--- src/rtl/mem_stage_unit_if.sv ---
// Data-RAM request/ack bus and stdout byte stream seen from the MEM stage.
// master = MEM stage side, slave = RAM controller / UART TX side.
interface mem_stage_unit_if #(
  parameter int RAM_ADDR_WIDTH = 16
);
  logic                      ram_req;
  logic                      ram_we;
  logic [RAM_ADDR_WIDTH-1:0] ram_addr;
  logic [31:0]               ram_wdata;
  logic [31:0]               ram_rdata;
  logic                      ram_ack;
  logic                      tx_valid;
  logic [7:0]                tx_data;
  logic                      tx_ready;

  modport master (
    output ram_req, ram_we, ram_addr, ram_wdata,
    input  ram_rdata, ram_ack,
    output tx_valid, tx_data,
    input  tx_ready
  );

  modport slave (
    input  ram_req, ram_we, ram_addr, ram_wdata,
    output ram_rdata, ram_ack,
    input  tx_valid, tx_data,
    output tx_ready
  );
endinterface

--- src/rtl/mem_stage_unit.sv ---
// MEM stage: RAM load/store over req/ack, stdout byte FIFO, next-PC and write-back select.
// Load data is forwarded on the ack cycle; mem_stall holds upstream while RAM is pending or stdout FIFO is full.
module mem_stage_unit #(
  parameter int RAM_ADDR_WIDTH    = 16,
  parameter int STDOUT_FIFO_DEPTH = 8
) (
  input  logic                 clk,
  input  logic                 reset,
  input  logic [31:0]          pc_data,
  input  logic [31:0]          rs2_data,
  input  logic [4:0]           rd_address,
  input  logic [31:0]          alu_rd_result,
  input  logic                 alu_rd_result_is_zero,
  input  logic [31:0]          alu_pc_result,
  input  logic [1:0]           next_pc_src,
  input  logic [1:0]           reg_write_data_src,
  input  logic                 reg_write_enable,
  input  logic                 ram_write_enable,
  input  logic                 stdout_write_enable,
  mem_stage_unit_if.master     bus,
  output logic                 mem_stall,
  output logic                 pc_redirect,
  output logic [31:0]          next_pc,
  output logic [4:0]           wb_rd_address,
  output logic [31:0]          wb_reg_write_data,
  output logic                 wb_reg_write_enable
);

  localparam int PTR_W = $clog2(STDOUT_FIFO_DEPTH);
  localparam logic [PTR_W:0] FULL_COUNT = (PTR_W+1)'(STDOUT_FIFO_DEPTH);

  typedef enum logic {ST_IDLE, ST_WAIT} state_t;

  state_t state, state_nxt;

  logic                      need_ram;
  logic                      ram_req;
  logic                      ram_stall;
  logic                      fifo_stall;
  logic                      fifo_full;
  logic                      push;
  logic                      pop;
  logic                      taken;
  logic                      hold_we;
  logic [RAM_ADDR_WIDTH-1:0] hold_addr;
  logic [31:0]               hold_wdata;

  logic [7:0]                fifo_mem [STDOUT_FIFO_DEPTH];
  logic [PTR_W-1:0]          wr_ptr;
  logic [PTR_W-1:0]          rd_ptr;
  logic [PTR_W:0]            count;

  assign need_ram = ram_write_enable | (reg_write_enable & (reg_write_data_src == 2'd1));

  always_ff @(posedge clk) begin
    if (reset) state <= ST_IDLE;
    else       state <= state_nxt;
  end

  always_comb begin
    state_nxt = state;
    ram_req   = 1'b0;
    case (state)
      ST_IDLE: begin
        ram_req = need_ram;
        if (need_ram && !bus.ram_ack) state_nxt = ST_WAIT;
      end
      ST_WAIT: begin
        ram_req = 1'b1;
        if (bus.ram_ack) state_nxt = ST_IDLE;
      end
      default: state_nxt = ST_IDLE;
    endcase
  end

  // Request fields are frozen at issue so they cannot move while ram_req is held.
  always_ff @(posedge clk) begin
    if (state == ST_IDLE) begin
      hold_we    <= ram_write_enable;
      hold_addr  <= alu_rd_result[RAM_ADDR_WIDTH+1:2];
      hold_wdata <= rs2_data;
    end
  end

  assign bus.ram_req   = ram_req;
  assign bus.ram_we    = (state == ST_WAIT) ? hold_we    : ram_write_enable;
  assign bus.ram_addr  = (state == ST_WAIT) ? hold_addr  : alu_rd_result[RAM_ADDR_WIDTH+1:2];
  assign bus.ram_wdata = (state == ST_WAIT) ? hold_wdata : rs2_data;

  assign ram_stall  = need_ram & ~(ram_req & bus.ram_ack);
  assign fifo_full  = (count == FULL_COUNT);
  // No pop->push bypass: a full FIFO stalls even if a byte drains this cycle.
  assign fifo_stall = stdout_write_enable & fifo_full;
  assign push       = stdout_write_enable & ~fifo_full & ~ram_stall;
  assign pop        = (count != '0) & bus.tx_ready;
  assign mem_stall  = ram_stall | fifo_stall;

  always_ff @(posedge clk) begin
    if (reset) begin
      wr_ptr <= '0;
      rd_ptr <= '0;
      count  <= '0;
    end else begin
      if (push) wr_ptr <= wr_ptr + PTR_W'(1);
      if (pop)  rd_ptr <= rd_ptr + PTR_W'(1);
      case ({push, pop})
        2'b10:   count <= count + (PTR_W+1)'(1);
        2'b01:   count <= count - (PTR_W+1)'(1);
        default: count <= count;
      endcase
    end
  end

  always_ff @(posedge clk) begin
    if (push) fifo_mem[wr_ptr] <= rs2_data[7:0];
  end

  assign bus.tx_valid = (count != '0);
  assign bus.tx_data  = fifo_mem[rd_ptr];

  always_comb begin
    taken = 1'b0;
    case (next_pc_src)
      2'd1:    taken = 1'b1;
      2'd2:    taken = alu_rd_result_is_zero;
      2'd3:    taken = ~alu_rd_result_is_zero;
      default: taken = 1'b0;
    endcase
  end

  assign pc_redirect = taken & ~mem_stall;
  assign next_pc     = alu_pc_result;

  always_comb begin
    wb_reg_write_data = 32'd0;
    case (reg_write_data_src)
      2'd0:    wb_reg_write_data = alu_rd_result;
      2'd1:    wb_reg_write_data = bus.ram_rdata;
      2'd2:    wb_reg_write_data = pc_data + 32'd4;
      default: wb_reg_write_data = 32'd0;
    endcase
  end

  assign wb_rd_address       = rd_address;
  assign wb_reg_write_enable = reg_write_enable & ~mem_stall;

endmodule
--- src/flat_wrapper.sv ---
// flat-port wrapper written by rule: the top's interface ports become plain ports
module mem_stage_unit_flat 
#(
  parameter int RAM_ADDR_WIDTH    = 16,
  parameter int STDOUT_FIFO_DEPTH = 8
)
  (clk, reset, pc_data, rs2_data, rd_address, alu_rd_result, alu_rd_result_is_zero, alu_pc_result, next_pc_src, reg_write_data_src, reg_write_enable, ram_write_enable, stdout_write_enable, mem_stall, pc_redirect, next_pc, wb_rd_address, wb_reg_write_data, wb_reg_write_enable, bus_ram_req, bus_ram_we, bus_ram_addr, bus_ram_wdata, bus_ram_rdata, bus_ram_ack, bus_tx_valid, bus_tx_data, bus_tx_ready);
  mem_stage_unit_if #(.RAM_ADDR_WIDTH(RAM_ADDR_WIDTH)) bus_i ();
  input  logic clk;
  input  logic reset;
  input  logic [31:0] pc_data;
  input  logic [31:0] rs2_data;
  input  logic [4:0] rd_address;
  input  logic [31:0] alu_rd_result;
  input  logic alu_rd_result_is_zero;
  input  logic [31:0] alu_pc_result;
  input  logic [1:0] next_pc_src;
  input  logic [1:0] reg_write_data_src;
  input  logic reg_write_enable;
  input  logic ram_write_enable;
  input  logic stdout_write_enable;
  output logic mem_stall;
  output logic pc_redirect;
  output logic [31:0] next_pc;
  output logic [4:0] wb_rd_address;
  output logic [31:0] wb_reg_write_data;
  output logic wb_reg_write_enable;
  output wire logic [$bits(bus_i.ram_req)-1:0] bus_ram_req;
  output wire logic [$bits(bus_i.ram_we)-1:0] bus_ram_we;
  output wire logic [$bits(bus_i.ram_addr)-1:0] bus_ram_addr;
  output wire logic [$bits(bus_i.ram_wdata)-1:0] bus_ram_wdata;
  input wire logic [$bits(bus_i.ram_rdata)-1:0] bus_ram_rdata;
  input wire logic [$bits(bus_i.ram_ack)-1:0] bus_ram_ack;
  output wire logic [$bits(bus_i.tx_valid)-1:0] bus_tx_valid;
  output wire logic [$bits(bus_i.tx_data)-1:0] bus_tx_data;
  input wire logic [$bits(bus_i.tx_ready)-1:0] bus_tx_ready;
  assign bus_ram_req = bus_i.ram_req;
  assign bus_ram_we = bus_i.ram_we;
  assign bus_ram_addr = bus_i.ram_addr;
  assign bus_ram_wdata = bus_i.ram_wdata;
  assign bus_i.ram_rdata = bus_ram_rdata;
  assign bus_i.ram_ack = bus_ram_ack;
  assign bus_tx_valid = bus_i.tx_valid;
  assign bus_tx_data = bus_i.tx_data;
  assign bus_i.tx_ready = bus_tx_ready;
  mem_stage_unit #(.RAM_ADDR_WIDTH(RAM_ADDR_WIDTH), .STDOUT_FIFO_DEPTH(STDOUT_FIFO_DEPTH)) u_core (.clk(clk), .reset(reset), .pc_data(pc_data), .rs2_data(rs2_data), .rd_address(rd_address), .alu_rd_result(alu_rd_result), .alu_rd_result_is_zero(alu_rd_result_is_zero), .alu_pc_result(alu_pc_result), .next_pc_src(next_pc_src), .reg_write_data_src(reg_write_data_src), .reg_write_enable(reg_write_enable), .ram_write_enable(ram_write_enable), .stdout_write_enable(stdout_write_enable), .bus(bus_i), .mem_stall(mem_stall), .pc_redirect(pc_redirect), .next_pc(next_pc), .wb_rd_address(wb_rd_address), .wb_reg_write_data(wb_reg_write_data), .wb_reg_write_enable(wb_reg_write_enable));
endmodule
--- config.mk ---
export PLATFORM = sky130hd
export DESIGN_NAME = mem_stage_unit_flat
export DESIGN_NICKNAME = d
export VERILOG_FILES = /design/src/rtl/mem_stage_unit_if.sv /design/src/rtl/mem_stage_unit.sv /design/src/flat_wrapper.sv
export SDC_FILE = /design/constraint.sdc
export NUM_CORES = 1
export LEC_CHECK = 0
export ABC_AREA = 1
export CAP_MARGIN = 20
export CORE_ASPECT_RATIO = 0.75
export CORE_UTILIZATION = 38
export CTS_CLUSTER_DIAMETER = 80
export DETAILED_ROUTE_END_ITERATION = 7
export PLACE_DENSITY = 0.82
export RECOVER_POWER = 100
export REMOVE_ABC_BUFFERS = 1
export SLEW_MARGIN = 30
export SYNTH_ARGS = -nofsm -noshare
export SYNTH_HDL_FRONTEND = slang
export SYNTH_SLANG_ARGS = --single-unit
--- constraint.sdc ---
create_clock -name clk -period 1.95 [get_ports clk]
set_clock_uncertainty 0.1 [all_clocks]
set_input_delay 0.2925 -clock clk [delete_from_list [all_inputs] [get_ports clk]]
set_output_delay 0.2925 -clock clk [all_outputs]
set_load 0.05 [all_outputs]
## Word-level counts from Yosys, hierarchy flattened

Memory sizes are Yosys's and may differ from the RTL's. A register that Yosys moved wholly into a read port is not among the register bits.
Index checks and enable logic that the tools add are counted.

| storage, ports and cells | value |
|---|---|
| memory bits (writable) | 64 |
| word-level logic and storage cells | 57 |
| bits of input ports | 177 |
| output and inout bits | 131 |
| memories kept | 1 |
| register bits | 60 |

| cells by class | value |
|---|---|
| bitwise logic cells | 17 |
| reduce and logical (&&, ||, !) cells | 5 |
| add/subtract/negate cells | 5 |
| equal/unequal tests | 8 |
| mux-type cells | 14 |

Memory list:

| memory | depth | bits a word | read ports | clocked after memory_dff | wr ports | RTL line | RTL |
|---|---|---|---|---|---|---|---|
| u_core.fifo_mem | 8 | 8 | 1 | 1 | 1 | mem_stage_unit.sv:48 | `logic [7:0] fifo_mem [STDOUT_FIFO_DEPTH];` |

Operators with widths:

| kind | number |
|---|---|
| one-hot mux 32 bit (3 select lines) | 1 |
| adder 32 x 3 -> 32 bit, second input constant | 1 |
| 2-to-1 mux 32 bit | 1 |
| 2-to-1 mux 16 bit | 1 |
| bitwise AND 1 bit | 9 |
| == test 2 bit, second input constant | 4 |
| one-hot mux 4 bit (2 select lines) | 1 |
| adder 3 x 1 -> 3 bit, second input constant | 2 |
| == test 2 x 1 -> 1 bit, second input constant | 3 |
| 2-to-1 mux 3 bit | 2 |
| NOT 1 bit | 6 |
| 2-to-1 mux 1 bit | 5 |
| adder 4 x 1 -> 4 bit, second input constant | 1 |
| == test 4 bit, second input constant | 1 |
| one-hot mux 1 bit (2 select lines) | 2 |
| nonzero test 4 bit | 1 |
| subtractor 4 x 1 -> 4 bit, second input constant | 1 |
| one-hot mux 1 bit (3 select lines) | 1 |
| logical NOT 2 bit | 1 |
| OR 1 bit | 2 |
| nonzero test 2 bit | 1 |
| logical AND 1 bit | 1 |
| logical NOT 1 bit | 1 |

## Depth between registers and ports, before layout

| logic depth | value |
|---|---|
| depth after elaboration | 11 |
| depth in mapped cells | 14 |
| depth with buffers taken out | 14 |

## Worst setup path after synthesis

OpenSTA, ideal clock, no wires.

| path | value |
|---|---|
| kind | register to register |
| start | register u_core.count[1] |
| end | register u_core.count[2] |
| stages on the path, launching flop included | 14 |
| required time | 1.735 ns |
| period minus slack after synthesis | 2.424 ns |
| buffers on the path | 0 |
| path slack | -0.474 ns |
| setup time | 0.115 ns |
| arrival | 2.208 ns |
| cells stage by stage | dfxtp_1 > inv_1 > nand2_1 > nor2_1 > nand2_1 > nand2_1 > inv_1 > ha_1 > xor2_1 > ha_1 > a21oi_1 > xnor2_1 > o21ai_0 > inv_1 |

| between the ends | value |
|---|---|
| elaborated cells on any way between the ends | 12 |
| classes of those cells | 2 x add/sub; 3 x eq/ne; 1 x mux; 4 x bitwise; 2 x reduce/logical |

RTL lines:

| what | RTL line | RTL |
|---|---|---|
| start, declared | mem_stage_unit.sv:51 | `logic [PTR_W:0] count;` |
| start signal, assigned | mem_stage_unit.sv:107 | `2'b10: count <= count + (PTR_W+1)'(1);` |
| start signal, assigned | mem_stage_unit.sv:108 | `2'b01: count <= count - (PTR_W+1)'(1);` |
| start signal, assigned | mem_stage_unit.sv:109 | `default: count <= count;` |
| nonzero test 4 bit * | - |  |
| net bus_tx_valid | flat_wrapper.sv:34 | `output wire logic [$bits(bus_i.tx_valid)-1:0] bus_tx_valid;` |
| bitwise AND 1 bit * | mem_stage_unit.sv:95 | `assign pop = (count != '0) & bus.tx_ready;` |
| net u_core.pop | mem_stage_unit.sv:42 | `logic pop;` |
| == test 2 x 1 -> 1 bit or == test 2 bit (tied branches) | mem_stage_unit.sv:106 | `case ({push, pop})` |
| one-hot mux 4 bit (2 select lines) or nonzero test 2 bit (tied branches) | - |  |

Mark *: on every way through the listed nets, which the timed path passes. The rest lies on a longest branch.
A chain may end at the register's enable or synchronous reset.

==> results.yml <==
status:
  status: "finished, violations left"
  violations: "negative setup slack"
synth:
  syn_area_um2: 6590
  yosysTopAreaCell: "edfxtp_1"
  synth_edf_count: 64
  yosys-top-cells-area: "edfxtp_1 29%, dfxtp_1 19%, nand2_1 17%"
  synth_top_area_share_pct: 29.2
  synth_cell_types: 31
  synth.most_common_cell: "nand2_1"
  synth_cells: 872
  yosys_warnings: 0
  ys_ff_latch: 127
  synth_common_cells: "304 x nand2_1, 100 x nor2_1, 67 x inv_1"
  synth_ff_type: "edfxtp_1"
  ys_seq_area_share_pct: 48.3
  avgSynthCellArea_um2: 7.56
  synth-async-reset-ratio_pct: 0
detailed_routing:
  vias: 6984
  drc: 0
  firstDrtPassIters: 5
  wl_per_cell_um: 16.8
  ant_nets: 0
  totalWireLength_um: 23400
  viasPerCell: 5.00
  initialDrtViolationCount: 493
pwr:
  powerDensity_nw_per_um2: 964
  leakage_nw: 4.98
  ir_drop_mv: 0.652
floorplanning:
  die_h_um: 116
  start_util_pct: 39.0
  dieArea_um2: 17900
  core_area_um2: 16900
  dieWidth_um: 154
  ioPinCount: 308
  row_count: 41
setup_path:
  slowest_stage: "dfxtp_4"
  path_class: "flop to primary output"
  path_depth: 7
  path_buf_inv: 3
  critical-path-max-stage-delay_ps: 410
  rr_worst_depth: 12
  worstPathArrival_ps: 1680
  worst_setup_path_end_kind: "primary output"
  crit_chain: "inv_2 > buf_12 > o21ai_0 > o21ai_0 > nand2_1 > nand2_1 > buf_6"
  cp_max_fo: 24
  cp_top_family: "flip-flops"
  required_ps: 1560
  worstSetupStartpointType: "flop"
cts:
  cts_hold_buf: 0
  cts_tree: "done"
  cts_sinks: 127
  clk_pin_slew_ps: 60
  clk_path_buf_depth: 2
  cts_buffers: 17
  htree_levels: 4
  cts_root_buf: "clkbuf_16"
  clk-insertion-delay-late_ps: 420
job:
  max_cap_violations: 0
hold_path:
  min_path_cells: 2
  min_path_type: "flop to flop"
timing:
  grt_setup_unrepaired: "yes"
  setup_viol: 31
  setup_slack_ps: -119
  period_share_pct: 106
  fmax_mhz: 483
  layout_min_cycle_time_ps: 2070
  slew_headroom_pct: 72.1
  worst_slew_pin_slew_ps: 415
  report.final.slew_viol_count: 0
  finalHoldViolCount: 0
placement:
  gp_congestion: 0.972
  dpl_worst_slack_ps: -472
  io_buffer_count: 233
  place_area_um2: 10300
  dp_hpwl_um: 16800
finish:
  multi_input_comb_area_um2: 3210
  final_nets: 1350
  fillers: 1277
  regArea_um2: 3190
  drive_above_1_share_pct: 31.9
  fin_area_um2: 11500
  area_growth_pct: 74.4
global_routing:
  antenna_found_initial: 0
  first_global_vias: 6585
  grt-ovfl-total: 0
  grt_max_degree: 33
  grt_use_total_pct: 25.0
  grt_first_pass_wirelength_um: 33800
## sequential cells by signal (all words and copies together) (netlist names), named ones only
register / flops
u_core.wr_ptr: 3
u_core.hold_wdata: 32
u_core.hold_we: 1
u_core.hold_addr: 16
u_core.state: 1
u_core.count: 4
u_core.fifo_mem: 64
u_core.rd_ptr: 3
## cell families (layout without fill, tap and decap cells)
group | Yosys count | count (layout) | synth area share, %
adder cells (fa/ha/maj) | 6 | 6 | 1.14
flip-flops | 127 | 127 | 48.3
XOR/XNOR | 6 | 6 | 0.798
AND/OR/NAND/NOR | 480 | 480 | 29.5
buffers and inverters | 137 | 445 | 10.1
other | 0 | 1 | 0
AO/OA/AOI/OAI | 116 | 116 | 10.1
## final timing paths
| kind | start | end | slack, ps |
|---|---|---|---|
| setup reg to reg | u_core.count[1] | u_core.count[2] | -80 |
| hold reg to reg | u_core.wr_ptr[0] | u_core.wr_ptr[0] | 390 |
| setup / recovery | flop | bus_tx_data[3] | -120 |
| hold / removal | u_core.wr_ptr[0] | u_core.wr_ptr[0] | 390 |
## layout by cell type (no fill, tap or decap), types with 16 or more instances in the layout
cell type / instances
clkdlybuf4s50_1: 100
o21ai_0: 40
nand3_1: 41
nor2_1: 69
buf_12: 83
inv_1: 60
clkbuf_16: 20
o21ai_1: 28
edfxtp_1: 64
nor2_4: 18
buf_4: 87
clkbuf_2: 16
dfxtp_1: 61
nand2_1: 264
nand2_2: 37
nor2_2: 22
## worst register-to-register path, stage by stage, from the launching register on
cell and delay [ps]:
dfxtp_1 320, inv_2 80, nand2_4 70, buf_6 110, o21a_1 210, nand2_2 110
ha_4 150, xor2_2 200, ha_2 230, a21oi_2 40, xnor2_1 130, o21ai_1 150
inv_1 50
## per-stage QoR
| stage | hold WS (ps) | power [mW] | std cells | TNS, ps | util (%) |
|---|---|---|---|---|---|
| global placement | 373 | 7.07 | 1349 | -20360 | 61.3 |
| CTS | 375 | 10.9 | 1386 | -394 | 67.2 |
| global route | 393 | 11.6 | 1395 | -9250 | 68.1 |
| finish | 386 | 11.1 | 1396 | -1200 | 68.1 |
| detailed placement | 377 | 7.16 | 1349 | -24480 | 61.3 |
| floorplan | 262 | 5.14 | 807 | -82420 | - |
## final cells by class
class	instances	area share, %
multi-input cells	608	27.9
diodes	1	0.0218
repair buffers	341	34.1
clock inverters	15	1.81
inverters	72	2.38
flip-flops and latches	127	27.7
well taps	215	2.34
clock buffers	17	3.70
## where the power goes
part	switching (mW)	internal, mW
clock network	1.24	2.16
logic	2.54	2.00
registers	0.111	3.01
total	3.90	7.17
## what timing repair did
item,4_1_cts,5_1_grt
gates cloned,0,2
pin swaps,40,41
buffers inserted,5,7
endpoints found under the setup margin,95,82
resized for setup,170,124
## metal layers
metal / GRT usage, % / up-vias / share of wire [%]
li1: - / 3374 / -
met1: 30.4 / 3227 / 40
met2: 40.6 / 349 / 48
met3: 10.6 / 34 / 10
met4: 7.13 / 0 / 1.6
met5: 1.59 / - / 0
Note: power is estimated with default switching activity, not from simulation.
